## config.mk

```make
export PLATFORM = sky130hd
export DESIGN_NAME = bcd_ascii_streamer
export DESIGN_NICKNAME = d
export VERILOG_FILES = /design/src/rtl/bcd_ascii_streamer.sv
export SDC_FILE = /design/constraint.sdc
export NUM_CORES = 1
export LEC_CHECK = 0
export ABC_AREA = 1
export BUFFER_PORTS_ARGS = -buffer_cell sky130_fd_sc_hd__buf_2
export CORE_AREA = 2 2 54 81
export DETAILED_ROUTE_END_ITERATION = 8
export DIE_AREA = 0 0 56 83
export GPL_TIMING_DRIVEN = 0
export PLACE_DENSITY = 0.77
export SETUP_SLACK_MARGIN = 0.15
export SLEW_MARGIN = 15
export SYNTH_ARGS = -nofsm -noshare
export SYNTH_HDL_FRONTEND = slang
export SYNTH_SLANG_ARGS = --single-unit
```

## constraint.sdc

```tcl
create_clock -name clk -period 2.28 [get_ports clk]
set_input_delay 0.456 -clock clk [delete_from_list [all_inputs] [get_ports clk]]
set_output_delay 0.456 -clock clk [all_outputs]
set_load 0.05 [all_outputs]
```

## src/rtl/bcd_ascii_streamer.sv

```systemverilog
// Serialises a packed BCD field into an ASCII byte stream, MSD first, with optional
// separators, leading-zero blanking, invalid-digit marking and a terminator byte.
module bcd_ascii_streamer #(
   parameter int         DIGITS    = 6,
   parameter int         SEP_EVERY = 2,
   parameter logic [7:0] SEP_CHAR  = 8'h3A,
   parameter bit         TERM_EN   = 1'b1,
   parameter logic [7:0] TERM_CHAR = 8'h0D,
   parameter logic [7:0] BAD_CHAR  = 8'h3F
) (
   input  logic                  clk,
   input  logic                  reset_p,
   input  logic                  start,
   input  logic [4*DIGITS-1:0]   value,
   input  logic                  blank_lz,
   output logic [7:0]            out_data,
   output logic                  out_valid,
   input  logic                  out_ready,
   output logic                  busy,
   output logic                  done
);

   localparam int CW = $clog2(DIGITS + 1);

   typedef enum logic [1:0] {
      IDLE  = 2'd0,
      DIGIT = 2'd1,
      SEP   = 2'd2,
      TERM  = 2'd3
   } state_t;

   state_t              state_r;
   logic [4*DIGITS-1:0] value_r;       // remaining digits, next one at the top
   logic [CW-1:0]       digit_cnt_r;   // 1-based index of the digit last loaded
   logic [CW-1:0]       grp_cnt_r;     // digits since the last separator
   logic                zrun_r;        // blanking still active

   logic [3:0]          head_nib_s;
   logic [3:0]          first_nib_s;
   logic [7:0]          next_char_s;
   logic [7:0]          first_char_s;
   logic                more_digits_s;
   logic                sep_due_s;
   logic                accept_s;

   function automatic logic [7:0] digit_char(input logic [3:0] nib,
                                             input logic       blank,
                                             input logic       last);
      if (nib > 4'd9) begin
         return BAD_CHAR;
      end else if (blank && (nib == 4'd0) && !last) begin
         return 8'h20;
      end else begin
         return 8'h30 + {4'h0, nib};
      end
   endfunction

   // Next-byte candidates and transition conditions
   always_comb begin
      head_nib_s    = value_r[4*DIGITS-1 -: 4];
      first_nib_s   = value[4*DIGITS-1 -: 4];
      next_char_s   = digit_char(head_nib_s, zrun_r, (int'(digit_cnt_r) + 1) == DIGITS);
      first_char_s  = digit_char(first_nib_s, blank_lz, DIGITS == 1);
      more_digits_s = int'(digit_cnt_r) < DIGITS;
      sep_due_s     = (SEP_EVERY != 0) && (int'(grp_cnt_r) == SEP_EVERY);
      accept_s      = out_valid && out_ready;
   end

   // Frame FSM with registered stream outputs
   always_ff @(posedge clk) begin
      if (reset_p) begin
         state_r     <= IDLE;
         value_r     <= '0;
         digit_cnt_r <= '0;
         grp_cnt_r   <= '0;
         zrun_r      <= 1'b0;
         out_data    <= 8'h00;
         out_valid   <= 1'b0;
         busy        <= 1'b0;
         done        <= 1'b0;
      end else begin
         done <= 1'b0;
         case (state_r)
            IDLE: begin
               if (start) begin
                  value_r     <= value << 3'd4;
                  zrun_r      <= blank_lz && (first_nib_s == 4'd0);
                  digit_cnt_r <= CW'(1'b1);
                  grp_cnt_r   <= CW'(1'b1);
                  out_data    <= first_char_s;
                  out_valid   <= 1'b1;
                  busy        <= 1'b1;
                  state_r     <= DIGIT;
               end
            end
            DIGIT: begin
               if (accept_s) begin
                  if (more_digits_s && sep_due_s) begin
                     out_data  <= SEP_CHAR;
                     grp_cnt_r <= '0;
                     state_r   <= SEP;
                  end else if (more_digits_s) begin
                     out_data    <= next_char_s;
                     value_r     <= value_r << 3'd4;
                     digit_cnt_r <= digit_cnt_r + CW'(1'b1);
                     grp_cnt_r   <= grp_cnt_r + CW'(1'b1);
                     zrun_r      <= zrun_r && (head_nib_s == 4'd0);
                  end else if (TERM_EN) begin
                     out_data <= TERM_CHAR;
                     state_r  <= TERM;
                  end else begin
                     out_valid <= 1'b0;
                     busy      <= 1'b0;
                     done      <= 1'b1;
                     state_r   <= IDLE;
                  end
               end
            end
            SEP: begin
               if (accept_s) begin
                  out_data    <= next_char_s;
                  value_r     <= value_r << 3'd4;
                  digit_cnt_r <= digit_cnt_r + CW'(1'b1);
                  grp_cnt_r   <= grp_cnt_r + CW'(1'b1);
                  zrun_r      <= zrun_r && (head_nib_s == 4'd0);
                  state_r     <= DIGIT;
               end
            end
            TERM: begin
               if (accept_s) begin
                  out_valid <= 1'b0;
                  busy      <= 1'b0;
                  done      <= 1'b1;
                  state_r   <= IDLE;
               end
            end
            default: begin
               out_valid <= 1'b0;
               busy      <= 1'b0;
               state_r   <= IDLE;
            end
         endcase
      end
   end

endmodule

```

==> results of run 1 <==
power by group through the flow:
stage | sequential, mW | combinational, mW | clock (mW)
floorplan | 1.14 | 1.25 | 0
CTS | 0.996 | 1.79 | 0.475
global placement | 1.00 | 1.75 | 0
detailed placement | 1.01 | 1.78 | 0
finish | 0.995 | 1.79 | 0.473
global route | 1.02 | 2.03 | 0.502
layer usage:
metal  vias up  wire length [um]  GRT usage
met2        50              2298     0.3775
met3        10               202    0.05140
met5         -                 0          0
li1       1047                 -          -
met4         0                80    0.08009
met1       888              1965     0.2302
Yosys cell counts:
master    instances  area, um2
a211oi_1          1      7.510
a21oi_1          15      75.07
a21oi_2           1      8.760
and2b_4           1      10.01
buf_4             3      22.52
buf_6             4      45.04
clkbuf_1          7      26.28
conb_1            1      3.750
dfxtp_1          37      740.7
ha_1              8      100.1
inv_1            21      78.83
inv_2             1      3.750
nand2_1          92      345.3
nand2_2           4      25.02
nand2_4           1      11.26
nand3_1           6      30.03
nand3_2           1      10.01
nand4_1           1      6.260
nor2_1           52      195.2
nor2_4            3      33.78
nor2_8            1      20.02
nor3_1            3      15.01
o21a_1            1      7.510
o21ai_0          33      165.2
o21ai_1           3      15.01
o21ai_2           1      8.760
o31ai_1           1      7.510
or2_1             1      6.260
or2_2             2      12.51
layout by cell type, fill, tap and decap left out:
master and count:
nand2_1 92, o21a_1 1, or2_2 2, a21oi_2 1
clkbuf_8 6, dfxtp_1 37, o21ai_2 1, nand2_2 4
inv_1 21, o21ai_0 33, buf_4 3, inv_2 1
a21oi_1 15, clkbuf_1 7, buf_2 37, nand4_1 1
nand2_4 1, buf_6 4, ha_1 8, conb_1 2
nand3_1 6, nand3_2 1, nor2_8 1, or2_1 1
and2b_4 1, nor2_1 52, o31ai_1 1, a211oi_1 1
clkbuf_2 1, nor2_4 3, nor3_1 3, o21ai_1 3
area by class of cell:
class	instances	area (um2)	area share
Buffer	14	95.09	0.04013
Clock buffer	7	86.33	0.03643
Inverter	22	82.58	0.03485
Multi-Input combinational cell	234	1124	0.4741
Sequential cell	37	740.7	0.3126
Tap cell	45	56.30	0.02376
Timing Repair Buffer	37	185.2	0.07814
worst paths after layout:
check,end,slack [ns],startpoint
worst max-delay path,value_r[14],0.33,state_r[1]
worst min-delay path,done,0.35,reset_p
worst max register to register,value_r[14],0.33,state_r[1]
worst min register to register,out_data[1],0.47,out_data[1]
logic make-up after synthesis:
logic type / count (synthesis) / share of synthesized area
DFF: 37 / 0.3636
AOI/OAI and AO/OA: 56 / 0.1450
adders and majority gates: 8 / 0.04914
and+or+nand+nor: 168 / 0.3538
buffers and inverters: 36 / 0.08661
other: 1 / 0.001841
stage by stage:
step | power, mW | util | setup WS [ns]
final | 3.253 | 0.6040 | 0.3329
after global placement | 2.753 | 0.5816 | 0.3786
after detailed placement | 2.790 | 0.5816 | 0.3305
after floorplan | 2.386 | - | 0.5221
after global routing | 3.552 | 0.6040 | 0.1686
after CTS | 3.263 | 0.6036 | 0.2974
registers in the layout, summed over array words and instances (netlist names):
signal / cells
zrun_r: 1
state_r: 2
done: 1
value_r: 20
busy: 1
grp_cnt_r: 3
digit_cnt_r: 3
out_data: 6
critical path, stage by stage, from the launching register on:
cell and delay [ns]:
dfxtp_1 0.36, inv_1 0.08, ha_1 0.26, o21ai_2 0.21
nand3_2 0.19, nor2_4 0.19, nand2_2 0.09, buf_6 0.15
o21ai_0 0.24, nor2_1 0.06
==> impl_results.md, run 1 <==
- Total grt overflow: 0
- Synth Instances: between 300 and 400
- Status: finished clean
- Initial antenna violation count: 0
- Clock sink count: 37
- Worst Skew: about 0.0064 ns
- Critical path arrival: 2.13 ns
- DRT Wirelength: 4547 um
- Share of cells above drive strength 1: 0.1909
- Finished Layout Cells: 396
- Via density: 5.038
- R2r worst-path depth: 9
- Clk buf depth: 2
- CTS tree: built
- Switching Power: 1.547 mW
- Placed Area: around 2300 um2
- Num CTS Buffers: 5
- Starting DRT DRC Count: 46
- Static Leak: 1.185 nW
- I/O pins: 40
- Hold WC Path Type: input port to flip-flop
- Port Buffers: 37
- Distinct cells, synth: 29
- H-Tree Level Count: 2
- CTS root buf: clkbuf_8
- Layout area overhead: 16.34%
- Final hold vios: 0
- Post-detail-place hpwl: 3324 um
- Int Power: 1.707 mW
- CP Max Fanout: 10
- First-pass GRT wire length: 7921 um
- Max Slew Vio Count: 0
- Post-route cell area: 2370 um2
- Die Y: 83 um
- Cell count after placement: 389
- Vias in the first global route: 1905
- Logic pwr share: 0.549
- Worst vdd ir: roughly 0.96 mV
- CP required: 2.46 ns
- DIE AREA: roughly 4600 um2
- Clock latency at the later pin of the worst-skew pair: 0.29 ns
- Starting Density: 0.5191
- P per Cell Area: 1373 nW/um2
- GRT Util Overall: 0.2094
- Core area: around 3900 um2
- Unrepaired setup endpoints after global routing: no
- Clk network pwr share: 0.145
- Ys Warns: 0
- Placer congestion estimate: 0.7964
- Worst setup path category: flip-flop to flip-flop
- Synth Register Bits: 37
- Sequential power share: 0.306
- Syn avg cell area: 6.657 um2
- Row count: 28
- Sequential-to-total area share from yosys stat: 0.3636
- Clock transition at the registers of the reported paths: roughly 0.07 ns
- Detailed Routing Iterations Pass 1: 4
- Vias post-DR: 1995
- WHS: 0.3504 ns
- Final Cycle Share: 0.8540
- Worst Hold Path Cells: 2
- Fillers: slightly above 400
- # hold bufs at CTS: 0
- Drt wl/cell: 11.48 um
- # nets final: between 300 and 400
- Startpoint types: flip-flop
- Setup violations, final: 0
- Fmax: 513.6 MHz
- Largest net degree at the start of global routing: 11
- Tmin final: 1.947 ns
- Drt drc: 0
- Post-CTS Setup Bufs: 0
- Worst rel slew slack: 0.6197
- Syn Std Cell Area: ~2000 um2
- Max-Cap Viols: 0
- N_diodes: 0
- Die X: approximately 56 um
- Setup TNS: 0 ns
- Post-cts sizing count: 0
- CP Capture Type: flip-flop
- Sw frac: 0.4754
- Routed Antenna Nets: 0
- Slew @ Worst Pin: 0.5705 ns
Note: power is estimated with default switching activity, not from simulation.
==> run 2: changes to the inputs <==
Settings changed: CORE_AREA 2 2 54 81 to 3 3 55 82, DIE_AREA 0 0 56 83 to 0 0 58 85.
==> impl_results.md, run 2 (synthesized netlist as in run 1, its figures left out) <==
- N_diodes: 0 (unchanged)
- Slew @ Worst Pin: 0.5574 ns (-0.01304 ns)
- Worst R2R Start: state_r[1]
- Wire length on met2: 2458 um (+7.0%)
- Hold path start: reset_p
- CTS tree: built
- Most frequent cells in the layout: nand2_1, nor2_1, dfxtp_1, buf_2, o21ai_0
- Setup violations, final: 0 (unchanged)
- Met1 WL: 1961 um (-0.20%)
- Slowest CP cell: dfxtp_1
- Core area: 3924 um2 (unchanged)
- Total grt overflow: 0 (unchanged)
- Drt drc: 0 (unchanged)
- Status: finished clean
- Final hold vios: 0 (unchanged)
- Drt wl/cell: 12.06 um (+5.0%)
- Worst Hold Path Cells: 2 (unchanged)
- Die X: 58 um (+3.6%)
- Static Leak: 1.195 nW (+0.84%)
- Reg-to-Reg End: value_r[14]
- Clock latency at the later pin of the worst-skew pair: 0.30 ns (about the same)
- CP Max Fanout: 10 (unchanged)
- Starting DRT DRC Count: 61 (+33%)
- R2r worst-path depth: 9 (unchanged)
- Initial antenna violation count: 0 (unchanged)
- Tmin final: 1.965 ns (+0.01774 ns)
- H-Tree Level Count: 2 (unchanged)
- Most common cell after layout, fill and taps aside: nand2_1
- Clock sink count: 37 (unchanged)
- Critical path's top delay family: simple AND/OR/NAND/NOR gates
- Hold Path Sink: done
- Critical path arrival: 2.16 ns (+0.03 ns)
- Clk buf depth: 2 (unchanged)
- Via density: 5.154 (+2.3%)
- Post-CTS Setup Bufs: 0 (unchanged)
- Startpoint types: flip-flop
- Vias post-DR: 2046 (+2.6%)
- Post-cts sizing count: 0 (unchanged)
- Post-route cell area: 2385 um2 (+0.63%)
- Row count: 28 (unchanged)
- Vias in the first global route: 1943 (+2.0%)
- Worst Skew: 0.005513 ns (-0.0008584 ns)
- Largest register by flop count: value_r
- Port Buffers: 37 (unchanged)
- # hold bufs at CTS: 0 (unchanged)
- DR WL met3: 238 um (+18%)
- Routed Antenna Nets: 0 (unchanged)
- GRT Util Overall: 0.2078 (-0.001568)
- Setup TNS: 0 ns (unchanged)
- Max Slew Vio Count: 0 (unchanged)
- Starting Density: 0.5191 (unchanged)
- Largest net degree at the start of global routing: 12 (+1)
- Share of cells above drive strength 1: 0.1960 (+0.005140)
- Worst vdd ir: 0.8355 mV (-13%)
- Detailed Routing Iterations Pass 1: 4 (unchanged)
- Largest regs: value_r x20, out_data x6
- Critical path cell sequence: inv_1 -> ha_1 -> o21ai_2 -> nand3_2 -> nor2_4 -> nand2_2 -> buf_6 -> o21ai_0 -> nor2_1
- CP Depth: 9 (unchanged)
- CP Capture Type: flip-flop
- Number of flip-flops in the largest register: 20 (unchanged)
- Placed Area: 2282 um2 (unchanged)
- P per Cell Area: 1391 nW/um2 (+1.3%)
- Die Y: 85 um (+2.4%)
- Max-Cap Viols: 0 (unchanged)
- Worst rel slew slack: 0.6284 (+0.008695)
- Number of buffers and inverters on the critical path: 2 (unchanged)
- Final Cycle Share: 0.8618 (+0.007780)
- Layout area overhead: 17.08%
- Num CTS Buffers: 5 (unchanged)
- Post-detail-place hpwl: 3457 um (+4.0%)
- Crit path largest cell delay: 0.36 ns (about the same)
- Top Metal Used: met4
- Worst setup path category: flip-flop to flip-flop
- I/O pins: 40 (unchanged)
- DIE AREA: 4930 um2 (+6.1%)
- Fmax: 509.0 MHz (-0.90%)
- CP required: 2.47 ns (about the same)
- Clock transition at the registers of the reported paths: 0.08 ns (about the same)
- DRT Wirelength: 4788 um (+5.3%)
- # nets final: 388 (unchanged)
- R2R Setup Slk: 0.32 ns (-0.02 ns)
- CTS root buf: clkbuf_8
- First-pass GRT wire length: 8024 um (+1.3%)
- Hold WC Path Type: input port to flip-flop
- Unrepaired setup endpoints after global routing: no
- Placer congestion estimate: 0.8292 (+4.1%)
## run 2: cell count changes in the layout (fill, tap and decap cells not counted)
cell      change
clkbuf_1      -1
clkbuf_8      +1
clkinv_2      +1
## run 2: metal layers
layer	global-route usage	vias up
met3	0.04110	12
met1	0.2181	933
met4	0.1181	0
met2	0.3724	54
met5	0	-
li1	-	1047
## run 2: worst max-delay path by stage
stage                     slack, ns           to        from
final                          0.32  value_r[14]  state_r[1]
after global routing           0.17  value_r[12]  state_r[0]
after CTS                      0.29   value_r[5]  state_r[0]
after detailed placement       0.30   value_r[5]  state_r[0]
after global placement         0.34  value_r[22]  state_r[0]
after floorplan                0.52  value_r[17]        busy
## run 2: cell type report
| class | count | area, um2 |
|---|---|---|
| fillers | 406 | 1539 |
| multi-input cells | 234 | 1124 |
| flip-flops and latches | 37 | 740.7 |
| repair buffers | 37 | 185.2 |
| clock buffers | 7 | 96.34 |
| plain buffers | 14 | 95.09 |
| inverters | 22 | 82.58 |
| well taps | 45 | 56.30 |
| clock inverters | 1 | 5.005 |
## run 2: power breakdown
group          internal [mW]  switching (mW)
Clock                  0.274           0.250
Combinational          0.602            1.20
Sequential             0.865           0.129
Total                   1.74            1.58
## run 2: stage by stage
stage,std cells,utilization,hold WS [ns],power (mW),setup WS [ns]
3_5_place_dp,389,0.5816,0.4674,2.796,0.3006
4_1_cts,397,0.6075,0.3327,3.331,0.2864
5_1_grt,397,0.6078,0.3455,3.607,0.1689
6_report,397,0.6078,0.3403,3.317,0.3152
2_1_floorplan,307,-,0.4539,2.386,0.5221
3_3_place_gp,389,0.5816,0.4511,2.754,0.3385
## run 2: worst register-to-register path, stage by stage (launching register included)
cell,delay (ns)
dfxtp_1,0.36
inv_1,0.08
ha_1,0.28
o21ai_2,0.24
nand3_2,0.20
nor2_4,0.19
nand2_2,0.09
buf_6,0.14
o21ai_0,0.21
nor2_1,0.06
==> run 3: changes to the inputs <==
Settings changed: CORE_AREA 3 3 55 82 to 3 3 54 81, DIE_AREA 0 0 58 85 to 0 0 57 84, PLACE_DENSITY 0.77 to 0.79.
==> impl_results.md, run 3 (synthesized netlist as in run 1, its figures left out) <==
- Unrepaired setup endpoints after global routing: yes
- Final Worst Setup Slack: 0.3491 ns (+0.03387 ns)
- Most common cell after layout, fill and taps aside: nand2_1
- Row count: 27 (-3.6%)
- DRT Wirelength: 4690 um (-2.0%)
- Static Leak: 1.212 nW (+1.4%)
- Vias in the first global route: 1991 (+2.5%)
- Setup TNS: 0 ns (unchanged)
- Post-detail-place hpwl: 3435 um (-0.64%)
- Clk buf depth: 2 (unchanged)
- Most frequent cells in the layout: nand2_1, nor2_1, dfxtp_1, buf_2, o21ai_0
- CP Max Fanout: 10 (unchanged)
- Number of buffers and inverters on the critical path: 2 (unchanged)
- Placed Area: 2280 um2 (-0.11%)
- Worst Skew: 0.004653 ns (-0.0008607 ns)
- Via density: 5.104 (-0.97%)
- # nets final: 388 (unchanged)
- DIE AREA: 4788 um2 (-2.9%)
- Hold path start: reset_p
- Largest net degree at the start of global routing: 13 (+1)
- Tmin final: 1.931 ns (-0.03387 ns)
- Max-Cap Viols: 0 (unchanged)
- Number of flip-flops in the largest register: 20 (unchanged)
- Die X: 57 um (-1.7%)
- Worst vdd ir: 0.8533 mV (+2.1%)
- Starting DRT DRC Count: 57 (-6.6%)
- Largest regs: value_r x20, out_data x6
- Fmax: 517.9 MHz (+1.8%)
- Initial antenna violation count: 0 (unchanged)
- Fillers: 355 (-13%)
- Post-route cell area: 2416 um2 (+1.3%)
- Slowest CP cell: dfxtp_1
- Routed Antenna Nets: 0 (unchanged)
- Slew @ Worst Pin: 0.5796 ns (+0.02220 ns)
- Clock transition at the registers of the reported paths: 0.08 ns (about the same)
- Total grt overflow: 0 (unchanged)
- Final Cycle Share: 0.8469 (-0.01485)
- Crit path largest cell delay: 0.36 ns (about the same)
- P per Cell Area: 1435 nW/um2 (+3.2%)
- Startpoint types: flip-flop
- Status: finished clean
- H-Tree Level Count: 2 (unchanged)
- Max Slew Vio Count: 0 (unchanged)
- CP Capture Type: flip-flop
- Critical path cell sequence: inv_1 -> ha_1 -> o21ai_2 -> nand3_2 -> nor2_4 -> nand2_2 -> buf_6 -> o21ai_0 -> nor2_1
- Port Buffers: 37 (unchanged)
- Die Y: 84 um (-1.2%)
- Worst rel slew slack: 0.6136 (-0.01480)
- CTS tree: built
- Vias post-DR: 2016 (-1.5%)
- Largest register by flop count: value_r
- Post-CTS Setup Bufs: 0 (unchanged)
- Placer congestion estimate: 0.8074 (-2.6%)
- Setup violations, final: 0 (unchanged)
- Starting Density: 0.5481 (+0.02902)
- Core area: 3716 um2 (-5.3%)
- Detailed Routing Iterations Pass 1: 4 (unchanged)
- Layout area overhead: 18.61%
- Drt drc: 0 (unchanged)
- Clock latency at the later pin of the worst-skew pair: 0.30 ns (about the same)
- Critical path arrival: 2.12 ns (-0.04 ns)
- Worst R2R Start: state_r[1]
- I/O pins: 40 (unchanged)
- CP required: 2.47 ns (about the same)
- Worst Setup SP: state_r[1]
- Hold WC Path Type: input port to flip-flop
- N_diodes: 0 (unchanged)
- Final hold vios: 0 (unchanged)
- Worst setup path category: flip-flop to flip-flop
- R2R Setup Slk: 0.35 ns (+0.03 ns)
- Clock sink count: 37 (unchanged)
- Drt wl/cell: 11.87 um (-1.6%)
- # hold bufs at CTS: 0 (unchanged)
- CTS root buf: clkbuf_8
- WHS: 0.3523 ns (+0.01198 ns)
- GRT Util Overall: 0.2198 (+0.01202)
- Pre-CTS setup slack: 0.2935 ns (-0.007076 ns)
- Critical path's top delay family: simple AND/OR/NAND/NOR gates
- Num CTS Buffers: 5 (unchanged)
- Share of cells above drive strength 1: 0.1989 (+0.002841)
- First-pass GRT wire length: 8438 um (+5.2%)
- Final core occ: 0.6502 (+0.04239)
[run 3: cell types whose count changed in the layout (fill, tap and decap cells not counted)]
cell and change:
bufinv_16 +2, clkbuf_1 -1, clkbuf_2 +1, clkbuf_8 -2
[run 3: path summary, 6_finish.rpt]
kind | end | cells past startpoint
worst max register to register | value_r[14] | 9
worst min register to register | out_data[1] | 2
worst min-delay path | done | 2
worst max-delay path | value_r[14] | 9
[run 3: stage by stage]
stage | cells | total power, mW
2_1_floorplan | 307 | 2.386
3_3_place_gp | 387 | 2.749
3_5_place_dp | 387 | 2.793
4_1_cts | 395 | 3.487
5_1_grt | 395 | 3.782
6_report | 395 | 3.467
[run 3: worst register-to-register path, stage by stage (launching register included)]
cell	delay (ns)
dfxtp_1	0.36
inv_1	0.08
ha_1	0.27
o21ai_2	0.21
nand3_2	0.19
nor2_4	0.19
nand2_2	0.09
buf_6	0.14
o21ai_0	0.22
nor2_1	0.06
[run 3: layout make-up]
class	instances	area, um2	area share
Buffer	14	96.34	0.03988
Timing Repair Buffer	37	185.2	0.07664
Inverter	22	82.58	0.03418
Clock buffer	5	68.82	0.02848
Sequential cell	37	740.7	0.3066
Multi-Input combinational cell	234	1124	0.4650
Clock inverter	3	65.06	0.02693
Tap cell	43	53.80	0.02227
[run 3: routing by layer]
layer,global-route usage,up-vias,routed length [um]
li1,-,1052,-
met3,0.04799,9,197
met1,0.2399,909,1874
met2,0.3819,46,2478
met5,0,-,0
met4,0.1203,0,140
[run 3: power breakdown]
part / total, mW / internal [mW] / switching, mW
Combinational: 1.78 / 0.604 / 1.18
Sequential: 0.996 / 0.865 / 0.131
Clock: 0.687 / 0.435 / 0.252
[run 3: what timing repair did]
action / 4_1_cts / 5_1_grt
endpoints found under the setup margin: 0 / 3
gates resized for setup: 0 / 4
hold endpoints to repair: 0 / 0
